**src/rtl/stack_seq.sv**
```systemverilog
// Command sequencer for the 4-bit hardware stack: one op at a time, LIFO strobe spacing, 4-bit ALU.
// Optional DUP/SWAP support is built only when STACK_SEQ_EXT_OPS_EN is defined.
module stack_seq #(
  parameter int DEPTH   = 256,
  parameter int CNT_W   = 9,
  parameter int POP_LAT = 3
) (
  input  logic             clk,
  input  logic             nReset,
  // Command handshake: a command transfers on a rising edge where CMD_VALID and CMD_READY are
  // both high; CMD_READY is high only while idle. Results are single-cycle pulses, no backpressure.
  input  logic             CMD_VALID,
  output logic             CMD_READY,
  input  logic [2:0]       CMD_OP,
  input  logic [3:0]       CMD_DATA,
  output logic             RES_VALID,
  output logic [3:0]       RES_DATA,
  output logic             ERR,
  output logic [CNT_W-1:0] DEPTH_CNT,
  output logic [3:0]       STK_DIN,
  output logic             STK_WE,
  output logic             STK_RE,
  input  logic [3:0]       STK_DOUT
);

  localparam logic [2:0] OP_NOP  = 3'd0;
  localparam logic [2:0] OP_PUSH = 3'd1;
  localparam logic [2:0] OP_POP  = 3'd2;
  localparam logic [2:0] OP_ADD  = 3'd3;
  localparam logic [2:0] OP_SUB  = 3'd4;
  localparam logic [2:0] OP_DUP  = 3'd5;
  localparam logic [2:0] OP_SWAP = 3'd6;
  localparam logic [2:0] OP_PEEK = 3'd7;

  localparam int WAIT_W = (POP_LAT > 1) ? $clog2(POP_LAT) : 1;

  typedef enum logic [2:0] {
    S_IDLE   = 3'd0,
    S_POP_A  = 3'd1,
    S_WAIT_A = 3'd2,
    S_POP_B  = 3'd3,
    S_WAIT_B = 3'd4,
    S_PUSH1  = 3'd5,
`ifdef STACK_SEQ_EXT_OPS_EN
    S_PUSH2  = 3'd6,
`endif
    S_DONE   = 3'd7
  } state_t;

  state_t            state;
  logic [2:0]        op_q;
  logic [3:0]        a_q;
`ifdef STACK_SEQ_EXT_OPS_EN
  logic [3:0]        b_q;
`endif
  logic [WAIT_W-1:0] wait_q;
  logic              rej;
  logic [CNT_W-1:0]  delta;

  assign CMD_READY = (state == S_IDLE);

  // Accept-time legality against the committed occupancy, never the LIFO's lagging flags.
  always_comb begin
    rej = 1'b0;
    case (CMD_OP)
      OP_PUSH:          rej = (DEPTH_CNT == CNT_W'(DEPTH));
      OP_POP, OP_PEEK:  rej = (DEPTH_CNT == '0);
      OP_ADD, OP_SUB:   rej = (DEPTH_CNT < CNT_W'(2));
`ifdef STACK_SEQ_EXT_OPS_EN
      OP_DUP:           rej = (DEPTH_CNT == '0) || (DEPTH_CNT == CNT_W'(DEPTH));
      OP_SWAP:          rej = (DEPTH_CNT < CNT_W'(2));
`else
      OP_DUP, OP_SWAP:  rej = 1'b1;
`endif
      default:          rej = 1'b0;
    endcase
  end

  always_comb begin
    delta = '0;
    case (op_q)
      OP_PUSH, OP_DUP:         delta = CNT_W'(1);
      OP_POP, OP_ADD, OP_SUB:  delta = '1;
      default:                 delta = '0;
    endcase
  end

  always_ff @(posedge clk or negedge nReset) begin
    if (!nReset) begin
      state     <= S_IDLE;
      op_q      <= OP_NOP;
      a_q       <= '0;
`ifdef STACK_SEQ_EXT_OPS_EN
      b_q       <= '0;
`endif
      wait_q    <= '0;
      RES_VALID <= 1'b0;
      RES_DATA  <= '0;
      ERR       <= 1'b0;
      DEPTH_CNT <= '0;
      STK_DIN   <= '0;
      STK_WE    <= 1'b0;
      STK_RE    <= 1'b0;
    end else begin
      RES_VALID <= 1'b0;
      ERR       <= 1'b0;
      STK_WE    <= 1'b0;
      STK_RE    <= 1'b0;
      case (state)
        S_IDLE: begin
          if (CMD_VALID) begin
            if (rej) begin
              ERR   <= 1'b1;
              op_q  <= OP_NOP;
              state <= S_DONE;
            end else begin
              op_q <= CMD_OP;
              case (CMD_OP)
                OP_NOP:  state <= S_DONE;
                OP_PUSH: begin
                  STK_WE  <= 1'b1;
                  STK_DIN <= CMD_DATA;
                  state   <= S_PUSH1;
                end
                default: begin
                  STK_RE <= 1'b1;
                  state  <= S_POP_A;
                end
              endcase
            end
          end
        end
        S_POP_A: begin
          wait_q <= WAIT_W'(POP_LAT - 1);
          state  <= S_WAIT_A;
        end
        S_WAIT_A: begin
          if (wait_q != '0) begin
            wait_q <= wait_q - WAIT_W'(1);
          end else begin
            a_q <= STK_DOUT;
            case (op_q)
              OP_POP: begin
                RES_VALID <= 1'b1;
                RES_DATA  <= STK_DOUT;
                state     <= S_DONE;
              end
              OP_ADD, OP_SUB: begin
                STK_RE <= 1'b1;
                state  <= S_POP_B;
              end
`ifdef STACK_SEQ_EXT_OPS_EN
              OP_SWAP: begin
                STK_RE <= 1'b1;
                state  <= S_POP_B;
              end
`endif
              default: begin
                // PEEK and DUP write A straight back.
                STK_WE  <= 1'b1;
                STK_DIN <= STK_DOUT;
                state   <= S_PUSH1;
              end
            endcase
          end
        end
        S_POP_B: begin
          wait_q <= WAIT_W'(POP_LAT - 1);
          state  <= S_WAIT_B;
        end
        S_WAIT_B: begin
          if (wait_q != '0) begin
            wait_q <= wait_q - WAIT_W'(1);
          end else begin
            STK_WE <= 1'b1;
            state  <= S_PUSH1;
            case (op_q)
              OP_ADD:  STK_DIN <= STK_DOUT + a_q;
              OP_SUB:  STK_DIN <= STK_DOUT - a_q;
              default: begin
                STK_DIN <= a_q;
`ifdef STACK_SEQ_EXT_OPS_EN
                b_q     <= STK_DOUT;
`endif
              end
            endcase
          end
        end
        S_PUSH1: begin
          state <= S_DONE;
          case (op_q)
            OP_ADD, OP_SUB, OP_PEEK: begin
              RES_VALID <= 1'b1;
              RES_DATA  <= STK_DIN;
            end
`ifdef STACK_SEQ_EXT_OPS_EN
            OP_DUP: begin
              STK_WE  <= 1'b1;
              STK_DIN <= a_q;
              state   <= S_PUSH2;
            end
            OP_SWAP: begin
              STK_WE  <= 1'b1;
              STK_DIN <= b_q;
              state   <= S_PUSH2;
            end
`endif
            default: ;
          endcase
        end
`ifdef STACK_SEQ_EXT_OPS_EN
        S_PUSH2: state <= S_DONE;
`endif
        S_DONE: begin
          DEPTH_CNT <= DEPTH_CNT + delta;
          state     <= S_IDLE;
        end
        default: state <= S_IDLE;
      endcase
    end
  end

endmodule
```
**config.mk**
```make
export PLATFORM = sky130hd
export DESIGN_NAME = stack_seq
export DESIGN_NICKNAME = d
export VERILOG_FILES = /design/src/rtl/stack_seq.sv
export SDC_FILE = /design/constraint.sdc
export NUM_CORES = 1
export LEC_CHECK = 0
export ABC_AREA = 0
export CORE_UTILIZATION = 55
export DETAILED_ROUTE_END_ITERATION = 8
export PLACE_DENSITY = 0.81
export SYNTH_ARGS = -nofsm -noshare
export SYNTH_HDL_FRONTEND = slang
export SYNTH_SLANG_ARGS = --single-unit
export TNS_END_PERCENT = 30
```
**constraint.sdc**
```tcl
create_clock -name clk -period 5.05 [get_ports clk]
set_input_delay 0.505 -clock clk [delete_from_list [all_inputs] [get_ports clk]]
set_output_delay 0.505 -clock clk [all_outputs]
set_load 0.005 [all_outputs]
```
-- Yosys cells after proc, flatten, opt, wreduce, memory -nomap -nowiden
Cells that the tools add are included.
- register bits after elaboration: 33
- bits in latches: 0
- RAM bits: 0
- memory bits (read-only): 0
- input port bits: 14
- output and inout bits: 22
- word-level logic and storage cells: 113
- memories: 0
- add/sub/neg operators: 4
- multiply operators: 0
- div/mod/pow operators: 0
- $lt $le $gt $ge: 1
- eq/ne operators: 29
- shifts and indexed selects: 0
- muxes and demuxes: 44
- bitwise gates (word level): 1
- reductions and logical operators: 23
- operators by type and width (kind ; number):
    $mux W4 ; 9
    $eq A3 B3 Y1 const B ; 10
    $eq A3 B2 Y1 const B ; 6
    $pmux W3 S6 ; 1
    $pmux W9 S2 ; 1
    $mux W1 ; 17
    $pmux W4 S2 ; 2
    $reduce_or A2 Y1 ; 8
    $mux W3 ; 5
    $ne A2 B2 Y1 const B ; 7
    $pmux W3 S2 ; 2
    $pmux W4 S3 ; 1
    $add A9 B9 Y9 ; 1
    $eq A3 B1 Y1 const B ; 3
    $eq A9 B9 Y1 const B ; 1
    $logic_not A9 Y1 ; 1
    $lt A9 B2 Y1 const B ; 1
    $reduce_and A7 Y1 ; 1
    $logic_not A3 Y1 ; 2
    $reduce_and A2 Y1 ; 3
    $reduce_bool A2 Y1 ; 3
    $reduce_or A3 Y1 ; 2
    $add A4 B4 Y4 ; 1
    $ne A2 B1 Y1 const B ; 2
    other kinds (11) ; 12

-- Depth between registers and ports, before layout
Gate-level depths: netlist of run 1.
- depth after elaboration: 6
- gate-level depth with buffers: 13
- mapped depth without buffers: 12

-- Least setup slack after synthesis of run 1
No wires, ideal clock.
- path type: register to register
- from: register op_q[2]
- to: register DEPTH_CNT[8]
- library setup time: 127 ps
- arrival: 2751 ps
- required time: 4923 ps
- setup slack: 2171 ps
- cell stages (with the launch flop): 14
- path buffers: 1
- period minus slack after synthesis: 2879 ps
- path through: dfrtp_1 buf_6 nor2b_1 and2_4 nor2_1 inv_1 ha_1 nor2b_1 o21a_1 o21ai_0 a211oi_1 o21ai_0 or3b_1 xnor2_1
- cells in the longest elaborated chain, start to end: 4
- elaborated cells between the ends (all ways): 9
- those cells by class: 1 x add/sub; 5 x eq/ne; 1 x mux; 2 x reduce/logical
- ends and longest elaborated chain (item ; line ; RTL):
    from (decl) ; 51 ; logic [2:0] op_q;
    from (signal assigned) ; 91 ; op_q <= OP_NOP;
    from (signal assigned) ; 114 ; op_q <= OP_NOP;
    from (signal assigned) ; 117 ; op_q <= CMD_OP;
    $eq A3 B2 Y1, or another cell as far along ; 81 ; case (op_q)
    $reduce_or A3 Y1 (no line) or $reduce_or A2 Y1 (tied branches) ; -- ;
    $pmux W9 S2 (*) ; 81 ;
    $add A9 B9 Y9 (*) ; 215 ; DEPTH_CNT <= DEPTH_CNT + delta;
    to (signal assigned) ; 215 ;
    to (decl) ; 19 ; output logic [CNT_W-1:0] DEPTH_CNT,
Mark *: on every way between the ends. The rest lies on a longest branch, timed or not.
A chain may end at the register's enable or synchronous reset.

-- Worst setup path after layout of run 1
Ends and elaborated chain as after synthesis.

==> impl_results.md, run 1 <==
* Status: completed
* Share of layout cells above drive strength 1 at 0.0573
* CP Launch Type: flip-flop
* Synth Net Count at 312
* Post-Syn Instances at 283
* Top Family by Delay on Critical Path: simple AND/OR/NAND/NOR gates
* Buffers on Ports at 35
* Syn avg cell area at 8.36 um2
* CP Buf/Inv Count at 1
* Most common cell after layout, fill and taps aside: clkdlybuf4s50_1
* Crit path DAT at 3.48 ns
* Filler Cells Inserted at 339
* Commonest non-fill, non-tap cells in the layout: clkdlybuf4s50_1, dfrtp_1, nand2_1, a21oi_1, nor2_1
* Asr flop ratio synth at 1.00
* Routed WL at 5.49 mm
* Yosys reg bits at 33
* Worst path required time at 5.21 ns
* Worst-path maximum fanout at 9
* Die Span X at 67.6 um
* Fmax at 302 MHz
* Worst flop-to-flop path startpoint: op_q[2]
* Starting density of the core at 0.583
* Final hold vios at 0
* Slowest Stage Delay on Critical Path at 0.46 ns
* Placed Area at 0.00272 mm2
* Type of destination of the critical path: flip-flop
* Via count at 2,150
* H-Tree Depth at 2
* First-pass GRT wire length at 9.18 mm
* Vias in the first global route at 2,029
* Measured slew at the worst slew-check pin at 0.703 ns
* Hold Path Stages at 2
* # hold bufs at CTS at 0
* Detailed Route Iter0 Violations at 110
* CTS tree: built
* Post-route ant nets at 0
* Design area at 0.00284 mm2
* DRC at 0
* Nets at 342
* Initial antenna violation count at 0
* Leakage at 1.23 nW
* Ys Warns at 0
* Reg area at 826 um2
* Sequential area share after synthesis at 0.349
* Cell Area, Synth at 0.00237 mm2
* Post-CTS Resized at 0
* Max-cap violation count at 0
* Clock slew at reported path FFs at 0.07 ns
* Grt total ovfl at 0
* Area of the die at 0.00457 mm2
* WHS Endpoint: a_q[3]
* Total track usage at 0.271
* GR Util met1 at 0.326
* Area occupied by multi-input gates at 0.00140 mm2
* CORE AREA at 0.00406 mm2
* Worst reg2reg path endpoint: DEPTH_CNT[8]
* GRT busiest layer: met2
* Worst slew margin at 0.519
* Met2 GRT Util at 0.470
* Clock sink count at 33
* # setup viols final at 0
* Die height at 67.6 um
* Area grow syn2layout at 19.9%
* Drt first pass iters at 4
* Period utilization at 0.657
* Vias per cell at 5.91
* Rows at 23
* RSZ-0062 raised after global routing: no
* EDFF count, synth at 0
* Dominant synthesized flop cell: dfrtp_1
* Largest net degree at the start of global routing at 34
* Tmin final at 3.32 ns
* Setup TNS at 0 ns
* Dpl hpwl at 3.96 mm
* Crit path max-delay cell type: dfrtp_1
* Avg WL per Cell at 15.1 um
* Worst-path cell chain: nor2b_1 -> and2_4 -> nor2_1 -> inv_1 -> ha_1 -> nor2b_1 -> o21a_1 -> o21ai_0 -> a211oi_1 -> o21ai_0 -> or3b_1 -> xnor2_1
* Clk_skew at 0.00770 ns
* # diodes at 0
* RD Place Congestion at 0.874
* Worst reg-to-reg setup slack at 1.73 ns
* GRT met3 Usage at 0.0625
* Hold Path Origin: a_q[3]
* Io pins at 36
* Clock Tree Root: clkbuf_8
* Skew-Pair Late Insertion Delay at 0.28 ns
* Worst setup path category: reg2reg
* IR drop worst, VDD at 0.425 mV
* Post-CTS Setup Bufs at 0
* Slew Viols, Final at 0
* Worst Reg-to-Reg Cells at 12
* Hold Crit Class: reg2reg
* Power Dens Cells at 692 mW/mm2
* CTS buffer count at 5
* Unique cell type count in the Yosys netlist at 52
* Bufs on Longest Clock Path at 2
[worst register-to-register path, delay by kind of cell, from the launching register on]
family,cells,cell delay (ns)
AND/OR/NAND/NOR,5,1.21
AO/OA/AOI/OAI,4,0.77
flip-flops,1,0.46
adder cells (fa/ha/maj),1,0.38
buffers and inverters,1,0.25
XOR/XNOR,1,0.13
[metrics by stage]
stage / total power [mW] / setup slack (ns) / cells / hold slack, ns / utilization
2_1_floorplan: 1.36 / 2.17 / 283 / 0.209 / -
3_5_place_dp: 1.69 / 1.80 / 356 / 0.485 / 0.670
3_3_place_gp: 1.67 / 2.02 / 356 / 0.474 / 0.670
6_report: 1.96 / 1.73 / 364 / 0.513 / 0.699
5_1_grt: 2.17 / 1.45 / 364 / 0.570 / 0.699
4_1_cts: 1.97 / 1.74 / 364 / 0.505 / 0.699
[synth_stat cells, types with 2 or more instances]
cell,count,share of area
buf_6,2,0.0095
o21a_1,3,0.0095
mux2_2,2,0.0095
xor2_1,3,0.011
nor3_1,10,0.021
dfrtp_1,33,0.35
clkbuf_1,9,0.014
xnor2_1,7,0.026
mux2i_1,3,0.013
a211oi_1,7,0.022
nor2b_1,7,0.019
o21ai_0,22,0.047
o21ai_1,2,0.0042
nand2_1,32,0.051
o21bai_1,2,0.0063
o31ai_1,2,0.0063
inv_1,21,0.033
fa_1,2,0.017
a221oi_1,3,0.011
a32oi_1,4,0.015
a21oi_1,28,0.059
buf_2,2,0.0042
nor2_1,23,0.036
nand2b_1,5,0.013
ha_1,13,0.069
nor3b_1,2,0.0063
o22ai_1,4,0.011
o221ai_1,2,0.0074
a21o_1,3,0.0095
nand3_1,3,0.0063
[registers in the layout (all words and copies together) (netlist names)]
signal	flops
DEPTH_CNT	9
ERR	1
RES_DATA	4
RES_VALID	1
STK_DIN	4
STK_RE	1
STK_WE	1
a_q	4
op_q	3
state	3
wait_q	2
[logic make-up after synthesis]
group	after synthesis	share of synthesized area
adders and majority gates	15	0.0857
buffers and inverters	34	0.0613
muxes	5	0.0222
AOI/OAI and AO/OA	94	0.258
xor gates and xnor gates	10	0.0370
and+or+nand+nor	92	0.187
DFF	33	0.349
[metal layers]
metal,vias to the layer above,share of wire
li1,1071,-
met1,1007,0.43
met2,60,0.51
met3,12,0.048
met4,0,0.018
met5,-,0
[power breakdown]
group | total, mW | internal (mW) | switching (mW)
Combinational | 1.16 | 0.566 | 0.593
Clock | 0.259 | 0.161 | 0.0979
Sequential | 0.545 | 0.378 | 0.168
[layout make-up]
class	count	area share
Timing Repair Buffer	36	0.126
Sequential cell	33	0.291
Tap cell	50	0.0221
Clock inverter	1	0.0106
Multi-Input combinational cell	216	0.492
Inverter	21	0.0278
Clock buffer	7	0.0304
[worst max path at each step]
stage / startpoint / end / cells past startpoint
4_1_cts: op_q[2] / DEPTH_CNT[8] / 12
3_3_place_gp: op_q[2] / DEPTH_CNT[8] / 12
3_5_place_dp: op_q[2] / DEPTH_CNT[8] / 12
6_report: op_q[2] / DEPTH_CNT[8] / 12
5_1_grt: op_q[0] / DEPTH_CNT[8] / 12
2_1_floorplan: op_q[2] / DEPTH_CNT[8] / 13
Power figures use the tool's default switching activity.
==> inputs of run 2 (changes only) <==
Settings changed: CORE_UTILIZATION 55 to 54, PLACE_DENSITY 0.81 to 0.8.
Clock period 5.05 ns to 3.44 ns, I/O delays scaled along.
==> impl_results.md, run 2 (same netlist as run 1, synthesis figures left out) <==
* # setup viols final at 0 (unchanged)
* Max-cap violation count at 0 (unchanged)
* Area grow syn2layout at 19.1%
* Skew-Pair Late Insertion Delay at 0.28 ns (about the same)
* Vias per cell at 5.93 (+0.47%)
* Drt first pass iters at 4 (unchanged)
* Cells after DPL at 359 (+0.84%)
* Avg WL per Cell at 15.0 um (-0.42%)
* Crit path max-delay cell type: dfrtp_1
* Period utilization at 0.890 (+0.234)
* Placed Area at 0.00274 mm2 (+0.83%)
* Dpl hpwl at 4.02 mm (+1.5%)
* Total track usage at 0.261 (-0.00988)
* Measured slew at the worst slew-check pin at 0.827 ns (+0.123 ns)
* Comb pwr share at 0.628 (+0.038)
* Vias in the first global route at 1,982 (-2.3%)
* # diodes at 0 (unchanged)
* Clk pwr share at 0.096 (-0.036)
* Non-Filler Instances at 365 (+0.27%)
* Design area at 0.00282 mm2 (-0.62%)
* Slowest Stage Delay on Critical Path at 0.49 ns (+0.03 ns)
* Grt total ovfl at 0 (unchanged)
* Post-route ant nets at 0 (unchanged)
* Commonest non-fill, non-tap cells in the layout: clkdlybuf4s50_1, dfrtp_1, nand2_1, a21oi_1
* CTS tree: built
* Met2 GRT Util at 0.452 (-0.0181)
* Worst setup path category: reg2reg
* GRT met3 Usage at 0.0433 (-0.0192)
* Final hold vios at 0 (unchanged)
* Type of destination of the critical path: flip-flop
* Pre-CTS setup slack at 0.291 ns (-1.51 ns)
* Buffers on Ports at 35 (unchanged)
* Reg power frac at 0.275 (-0.003)
* Nets at 345 (+0.88%)
* Clock Tree Root: clkbuf_8
* Die Span X at 68.2 um (+0.90%)
* Initial antenna violation count at 0 (unchanged)
* Worst-path maximum fanout at 9 (unchanged)
* Status: completed
* Worst-path cell chain: inv_1 -> and2_4 -> nor2_2 -> inv_1 -> ha_1 -> nor2b_1 -> o21a_1 -> o21ai_0 -> a211oi_1 -> o21ai_0 -> or3b_1 -> xnor2_1
* CTS buffer count at 5 (unchanged)
* Slew Viols, Final at 0 (unchanged)
* Setup TNS at 0 ns (unchanged)
* Most common cell after layout, fill and taps aside: clkdlybuf4s50_1
* Sw Ratio at 0.449 (+0.0115)
* Largest net degree at the start of global routing at 34 (unchanged)
* CORE AREA at 0.00412 mm2 (+1.4%)
* Max FFs per register at 9 (unchanged)
* Fmax at 327 MHz (+8.3%)
* Crit path DAT at 3.22 ns (-0.26 ns)
* GRT busiest layer: met2
* Int Power at 1.53 mW (+39%)
* RD Place Congestion at 0.862 (-1.4%)
* Tmin final at 3.06 ns (-0.254 ns)
* Starting density of the core at 0.575 (-0.00816)
* Via count at 2,166 (+0.74%)
* GR Util met1 at 0.324 (-0.00172)
* Rows at 23 (unchanged)
* Largest Register: DEPTH_CNT
* Detailed Route Iter0 Violations at 125 (+14%)
* Share of layout cells above drive strength 1 at 0.0667 (+0.00934)
* DRC at 0 (unchanged)
* Filler Cells Inserted at 341 (+0.59%)
* Clk_skew at 0.00765 ns (-0.0000471 ns)
* Clock slew at reported path FFs at 0.07 ns (about the same)
* Routed WL at 5.48 mm (-0.15%)
* Power Dens Cells at 987 mW/mm2 (+43%)
* Worst path required time at 3.60 ns (-1.61 ns)
* RSZ-0062 raised after global routing: no
* IR drop worst, VDD at 0.601 mV (+41%)
* CP Launch Type: flip-flop
* Hold Crit Class: in2async
* P_sw at 1.25 mW (+45%)
* Die height at 68.2 um (+0.90%)
* Io pins at 36 (unchanged)
* H-Tree Depth at 2 (unchanged)
* # hold bufs at CTS at 0 (unchanged)
* Area of the die at 0.00465 mm2 (+1.8%)
* Worst setup margin at 0.378 ns (-1.36 ns)
* Clock sink count at 33 (unchanged)
* Leakage at 1.23 nW (-0.31%)
* First-pass GRT wire length at 9.01 mm (-1.9%)
* Worst slew margin at 0.435 (-0.0844)
* Bufs on Longest Clock Path at 2 (unchanged)
[run 2: changes by cell type in the layout (fill, tap and decap cells not counted), sizes merged]
cell,change
buf,+3
clkbuf,-2
bufinv,-1
clkinv,+1
[run 2: what timing repair did]
item                                    in CTS  in global routing
endpoints found under the setup margin       0                  1
setup buffers                                0                  0
resized for setup                            0                  1
[run 2: path summary, 6_finish.rpt]
check                      startpoint            to  slack, ns  cells after the start
setup / recovery              op_q[0]  DEPTH_CNT[8]       0.38                     12
hold / removal                 nReset        a_q[2]       0.47                      2
setup reg to reg              op_q[0]  DEPTH_CNT[8]       0.38                     12
hold reg to reg                a_q[3]        a_q[3]       0.51                      2
max in group asynchronous      nReset  DEPTH_CNT[4]       2.65                      2
min in group clk               a_q[3]        a_q[3]       0.51                      2
[run 2: stage by stage]
| stage | power [mW] | hold slack, ns | util |
|---|---|---|---|
| finish | 2.78 | 0.474 | 0.685 |
| floorplan | 1.99 | 0.0484 | - |
| detailed placement | 2.50 | 0.495 | 0.666 |
| global route | 3.06 | 0.525 | 0.685 |
| CTS | 2.78 | 0.488 | 0.684 |
| global placement | 2.46 | 0.473 | 0.666 |
[run 2: critical path: cells and delay by family, from the launching register on]
family | cells | cell delay, ns
AND/OR/NAND/NOR | 4 | 0.91
adder cells (fa/ha/maj) | 1 | 0.36
AO/OA/AOI/OAI | 4 | 0.69
buffers and inverters | 2 | 0.37
flip-flops | 1 | 0.49
XOR/XNOR | 1 | 0.13
[run 2: power groups by stage]
stage	combinational (mW)	sequential (mW)	clock, mW
6_report	1.75	0.767	0.268
5_1_grt	1.98	0.796	0.290
4_1_cts	1.75	0.764	0.275
3_5_place_dp	1.73	0.769	0
3_3_place_gp	1.70	0.761	0
2_1_floorplan	1.30	0.692	0
[run 2: layout make-up]
cell class | instances | area, um2 | area share
Clock buffer | 5 | 68.8 | 0.0244
Clock inverter | 1 | 5.00 | 0.00178
Inverter | 21 | 78.8 | 0.0280
Multi-Input combinational cell | 216 | 1400 | 0.496
Sequential cell | 33 | 826 | 0.293
Tap cell | 50 | 62.6 | 0.0222
Timing Repair Buffer | 39 | 380 | 0.135
[run 2: routing by layer]
| layer | vias up | routed length [um] |
|---|---|---|
| met5 | - | 0 |
| met4 | 0 | 67 |
| met3 | 8 | 280 |
| met2 | 64 | 2790 |
| met1 | 1021 | 2340 |
| li1 | 1073 | - |
==> inputs of run 3 (changes only) <==
Settings changed: SKIP_CTS_REPAIR_TIMING set to 1.
==> results of run 3 <==
Same layout as run 2: the final DEF is identical, and so are final timing and power.
